### src/rtl/rem_line_packer.sv
// rtl/rem_line_packer.sv - packs commands and a byte stream into 512-bit matcher lines
// Optional feature macro: REM_PACK_LENCHK_EN (byte_last length checking, err_len reporting).
module rem_line_packer #(
    parameter logic [7:0] PAD_CHAR   = 8'h00,
    parameter int         LINE_BYTES = 64
) (
    input  logic                      clk,
    input  logic                      rst,
    input  logic                      cmd_valid,
    output logic                      cmd_ready,
    input  logic                      cmd_is_conf,
    input  logic [511:0]              cmd_config,
    input  logic [15:0]               cmd_length,
    input  logic                      byte_valid,
    output logic                      byte_ready,
    input  logic [7:0]                byte_data,
    input  logic                      byte_last,
    output logic                      out_valid,
    output logic [LINE_BYTES*8-1:0]   out_data,
    input  logic                      out_ready,
    output logic                      busy,
    output logic                      err_len
);

    localparam int LW = LINE_BYTES * 8;

    typedef enum logic [2:0] {
        IDLE,
        FILL,
        EMIT,
        EMIT_LAST,
        DRAIN
    } state_t;

    state_t          r_state;
    logic [LW-1:0]   r_line;
    logic [5:0]      r_ptr;
    logic [15:0]     r_rem;
    logic            r_err;
    logic [LW-1:0]   w_pad_line;

    assign w_pad_line = {LINE_BYTES{PAD_CHAR}};

`ifdef REM_PACK_LENCHK_EN
    // Set when the commanded length ran out before byte_last; the tail is drained after the final line.
    logic            r_drain;
`else
    logic            w_unused;
    assign w_unused = byte_last;
`endif

    always_ff @(posedge clk) begin
        if (!rst) begin
            r_state <= IDLE;
            r_line  <= '0;
            r_ptr   <= '0;
            r_rem   <= '0;
            r_err   <= 1'b0;
`ifdef REM_PACK_LENCHK_EN
            r_drain <= 1'b0;
`endif
        end else begin
            r_err <= 1'b0;
            case (r_state)
                IDLE: begin
                    if (cmd_valid) begin
                        if (cmd_is_conf) begin
                            r_line  <= cmd_config;
                            r_state <= EMIT_LAST;
                        end else if (cmd_length == 16'd0) begin
                            r_line  <= {w_pad_line[LW-1:16], 16'h0000};
                            r_state <= EMIT_LAST;
                        end else begin
                            // Header counts itself so the matcher's line count equals lines emitted.
                            r_line  <= {w_pad_line[LW-1:16], cmd_length + 16'd2};
                            r_ptr   <= 6'd2;
                            r_rem   <= cmd_length;
                            r_state <= FILL;
                        end
                    end
                end
                FILL: begin
                    if (byte_valid) begin
                        r_line[{r_ptr, 3'b000} +: 8] <= byte_data;
                        r_ptr <= r_ptr + 6'd1;
                        r_rem <= r_rem - 16'd1;
`ifdef REM_PACK_LENCHK_EN
                        if (byte_last && r_rem != 16'd1) begin
                            r_state <= EMIT_LAST;
                            r_err   <= 1'b1;
                        end else if (r_rem == 16'd1) begin
                            r_state <= EMIT_LAST;
                            r_drain <= !byte_last;
                        end else if (r_ptr == 6'd63) begin
                            r_state <= EMIT;
                        end
`else
                        if (r_rem == 16'd1) begin
                            r_state <= EMIT_LAST;
                        end else if (r_ptr == 6'd63) begin
                            r_state <= EMIT;
                        end
`endif
                    end
                end
                EMIT: begin
                    if (out_ready) begin
                        r_line  <= w_pad_line;
                        r_ptr   <= 6'd0;
                        r_state <= FILL;
                    end
                end
                EMIT_LAST: begin
                    if (out_ready) begin
`ifdef REM_PACK_LENCHK_EN
                        r_state <= r_drain ? DRAIN : IDLE;
                        r_drain <= 1'b0;
`else
                        r_state <= IDLE;
`endif
                    end
                end
`ifdef REM_PACK_LENCHK_EN
                DRAIN: begin
                    if (byte_valid && byte_last) begin
                        r_err   <= 1'b1;
                        r_state <= IDLE;
                    end
                end
`endif
                default: r_state <= IDLE;
            endcase
        end
    end

    assign cmd_ready  = rst && (r_state == IDLE);
`ifdef REM_PACK_LENCHK_EN
    assign byte_ready = rst && (r_state == FILL || r_state == DRAIN);
`else
    assign byte_ready = rst && (r_state == FILL);
`endif
    assign out_valid  = rst && (r_state == EMIT || r_state == EMIT_LAST);
    assign out_data   = r_line;
    assign busy       = (r_state != IDLE);
    assign err_len    = r_err;

endmodule
### config.mk
export PLATFORM = sky130hd
export DESIGN_NAME = rem_line_packer
export DESIGN_NICKNAME = d
export VERILOG_FILES = /design/src/rtl/rem_line_packer.sv
export SDC_FILE = /design/constraint.sdc
export NUM_CORES = 2
export LEC_CHECK = 0
export ABC_AREA = 0
export CORE_AREA = 4 4 411 413
export CTS_CLUSTER_SIZE = 25
export DETAILED_ROUTE_END_ITERATION = 12
export DIE_AREA = 0 0 415 417
export HOLD_SLACK_MARGIN = 0.03
export PLACE_DENSITY = 0.42
export RECOVER_POWER = 50
export SLEW_MARGIN = 20
export SYNTH_ARGS = -nofsm -noshare
export SYNTH_HDL_FRONTEND = slang
export SYNTH_SLANG_ARGS = --single-unit
### constraint.sdc
create_clock -name clk -period 2.9 [get_ports clk]
set_input_delay 0.58 -clock clk [delete_from_list [all_inputs] [get_ports clk]]
set_output_delay 0.58 -clock clk [all_outputs]
set_load 0.005 [all_outputs]
==> impl_results.md <==
* Slew at the pin closest to its max-slew limit at ~0.86 ns
* Vias at roughly 31000
* Antenna viol nets, final at 0
* Number of synthesized register bits at between 500 and 600
* Pwr dens at 835 nW/um^2
* Leak at around 0.018 uW
* Drt pass-1 iters at 5
* Row cnt at between 100 and 150
* Fill cells at 17800
* Netlist Area Pre-Place at between 20000 and 30000 sq um
* DRC Markers at 0
* Overall power at 37600 uW
* Clk buf depth at 3
* Crit-path cells: inv_1, ha_1, nand2_2, buf_4, nor3_1, buf_4, nand4b_1, nor3_2, a31oi_1, a21oi_1
* Number of hold violations in the final report at 0
* WP buf/inv at 3
* Syn Area/Cell at 8.49 sq um
* Synthesized-area fraction occupied by adder cells at less than 1%
* Worst path max stage delay at between 0.4 and 0.5 ns
* Reg2Reg Depth at 10
* Yosys cell types at slightly above 80
* Hold Path Origin: rst
* Multi-input gate area at approximately 14000 sq um
* Achievable clock frequency at ~360 MHz
* Post-synth top flop: dfxtp_1
* Worst R2R End: out_data[267]
* Register area share after synthesis at between 40 and 50%
* Final worst path period share at a little over nine tenths
* XOR/XNOR Fraction of Synth Area at 0.576%
* DPL Wire Length at roughly 150000 um
* Routed vias/inst at 4.77
* Clock skew at 0.0624 ns
* Clk_lat worst skew at 0.71 ns
* Critical Path AT at ~3.4 ns
* Htree depth at 3
* Hold/Removal Path Class: primary input to flip-flop
* Crit-path most repeated cell: buf_4
* Setup WS pre-CTS at -0.246 ns
* Die height at ~420 um
* # clock sinks at 536
* Dpl cells at 6411
* Cell family with most CP delay: simple AND/OR/NAND/NOR gates
* Top layer in use: met5
* Cell taking the most area after synthesis: dfxtp_1
* Largest net degree at the start of global routing at ~120
* Post-synthesis compound-gate area fraction at between 30% and 40%
* Sequential Area at about 11000 sq um
* Fraction of layout cells with a size suffix above 1 at between 10% and 20%
* Post-route setup slack at 0.0983 ns
* Post-Route M1 WL at 76800 um
* Final setup violation count at 0
* Fin util at a little over a quarter
* Hold depth at 3
* CTS Buf Count at 74
* Fraction of synthesized area in multiplexers at 4.54%
* Pins Over Slew Limit at 0
* First-pass GRT wire length at ~260000 um
* Max Cap Viol at 0
* Root Driver: clkbuf_16
* Net Count, Synth at 3598
* Startpoint Class: flip-flop
* Io pins at between 1000 and 1500
* Status: completed
* Slew Limit Headroom at 42.2%
* Number of synthesized flops with an enable pin at 0
* VDD IR-drop max at between 0.5 and 0.6 mV
* Hold EP: out_data[473]
* Core area at around 160000 sq um
* Chip Width at approximately 420 um
* Crit end category: flip-flop
* IO Port Bufs at ~1100
* Routed length on met2 at a little under 100000 um
* Yosys top cell area share at 41.5%
* Detailed Route Iter0 Violations at about 2200
* Initial antenna violation count at 37
* Setup TNS at 0 ns
* Placer Congestion at around 0.86
* Main combinational cell family by area after synthesis: compound AO/OA/AOI/OAI gates
* Non-filler cells, final at around 6600
* WL per Instance at a little under 30 um
* Nets at 4860
* Crit path time final at 2.80 ns
* R2R setup slack at between 0.09 and 0.1 ns
* Mapped Cells at roughly 3000
* Synth top area cells: dfxtp_1, a22oi_1, nand2_1, mux2i_1, a21oi_1
* Total GRT Usage at a little over a fifth
* Post-synthesis simple-gate area fraction at 16.6%
* Origin of the critical flop-to-flop path: r_state[1]
* Starting Density at 15.7%
* CP Max Fanout at 10
* WL met3 at ~11000 um
* Reg clk slew, reported paths at 0.06 ns
* GRT overflow at 0
* Vias in the first global route at between 30000 and 40000
* Async set-or-reset flop fraction in the synthesized netlist at 0%
* Yosys warnings at 0
* Worst Setup Path Type: flip-flop to flip-flop
* Total die area at 173000 sq um
* Area growth syn-to-layout at 74.1%
* CP max-delay cell: ha_1
* Drt total wl at approximately 190000 um
* CTS tree: yes
* Required @ worst endpoint at approximately 3.5 ns
[kinds of logic after synthesis]
kind of cell,after synthesis
muxes,117
and+or+nand+nor,872
buffers and inverters,320
other,1
AOI/OAI and AO/OA,1168
xor gates and xnor gates,17
adders and majority gates,12
DFF,536
[placed cells by master, fill, tap and decap left out, types with 109 or more instances in the layout]
| cell type | n |
|---|---|
| buf_4 | 309 |
| mux2i_1 | 116 |
| clkdlybuf4s50_1 | 543 |
| and3_1 | 142 |
| o21ai_0 | 137 |
| o22ai_1 | 134 |
| dlygate4sd3_1 | 505 |
| nand3_1 | 109 |
| o2bb2ai_1 | 120 |
| a22oi_1 | 230 |
| dfxtp_1 | 533 |
| a21oi_1 | 209 |
| nand2_1 | 311 |
[power breakdown]
group	switching, uW	internal [uW]	leakage (uW)
Combinational	10400	7730	0.0122
Sequential	1060	8900	0.00436
Clock	4090	5390	0.00119
Total	15600	22000	0.0177
[worst max-delay path by stage]
stage,start,end,slack [ns],cells past startpoint
after floorplan,r_ptr[1],out_data[247],0.002,12
after global placement,r_ptr[1],out_data[253],-0.31,10
after detailed placement,cmd_valid,out_data[131],-0.25,9
after CTS,r_state[1],out_data[374],0.006,10
after global routing,r_ptr[0],out_data[461],-0.01,12
final,r_state[1],out_data[267],0.1,10
[sequential cells by signal, indices dropped and copies added, names as in the netlist]
name,count
out_data,512
r_ptr,6
r_rem,16
r_state,2
[tightest hold or removal path, cell delays in order]
cell and delay, ns:
buf_4 0.24, a22oi_1 0.10, o21ai_0 0.06
[repair_timing]
item / in CTS / in global routing
endpoints found under the hold margin: 0 / 0
setup buffers: 2 / 4
hold buffers: 0 / 0
setup endpoints to repair: 210 / 285
cloned: 0 / 2
resized for setup: 28 / 32
pin swaps: 2 / 1
[final cells by class]
| class | instances | share of cell area (%) |
|---|---|---|
| tap | 2189 | 6.09 |
| sequential | 536 | 23.9 |
| inverter | 51 | 0.442 |
| timing repair buffer | 1455 | 32.4 |
| multi-input combinational | 2187 | 31.6 |
| clock buffer | 105 | 4.58 |
| clock inverter | 28 | 0.840 |
| antenna | 27 | 0.150 |
[through the flow]
stage	instance area, sq um	hold WS [ns]
2_1_floorplan	25800	0.435
3_3_place_gp	42100	0.427
3_5_place_dp	42100	0.429
4_1_cts	44700	0.293
5_1_grt	45000	0.337
6_report	45000	0.363
[metal layers]
metal	vias to the layer above	GRT usage, %
met2	1214	37.9
met3	284	4.14
li1	14200	-
met5	-	0
met4	6	8.95
met1	15600	24.8
[Yosys cell counts, drive strengths merged, types with 12 or more instances]
library cell	count
and2	26
xnor2	13
nand4	23
o2bb2ai	121
clkbuf	242
mux2i	116
nor2	118
nand3	110
a211oi	20
a21oi	213
nand2	323
o22ai	135
and3	142
a21o	15
a31oi	35
o21ai	163
nor3	68
o221ai	75
nor4	16
nor2b	15
a221oi	20
buf	27
inv	50
a32oi	17
dfxtp	536
a22oi	230
ha	12
a221o	19
a22o	40
(Power assumes the default switching activity.)
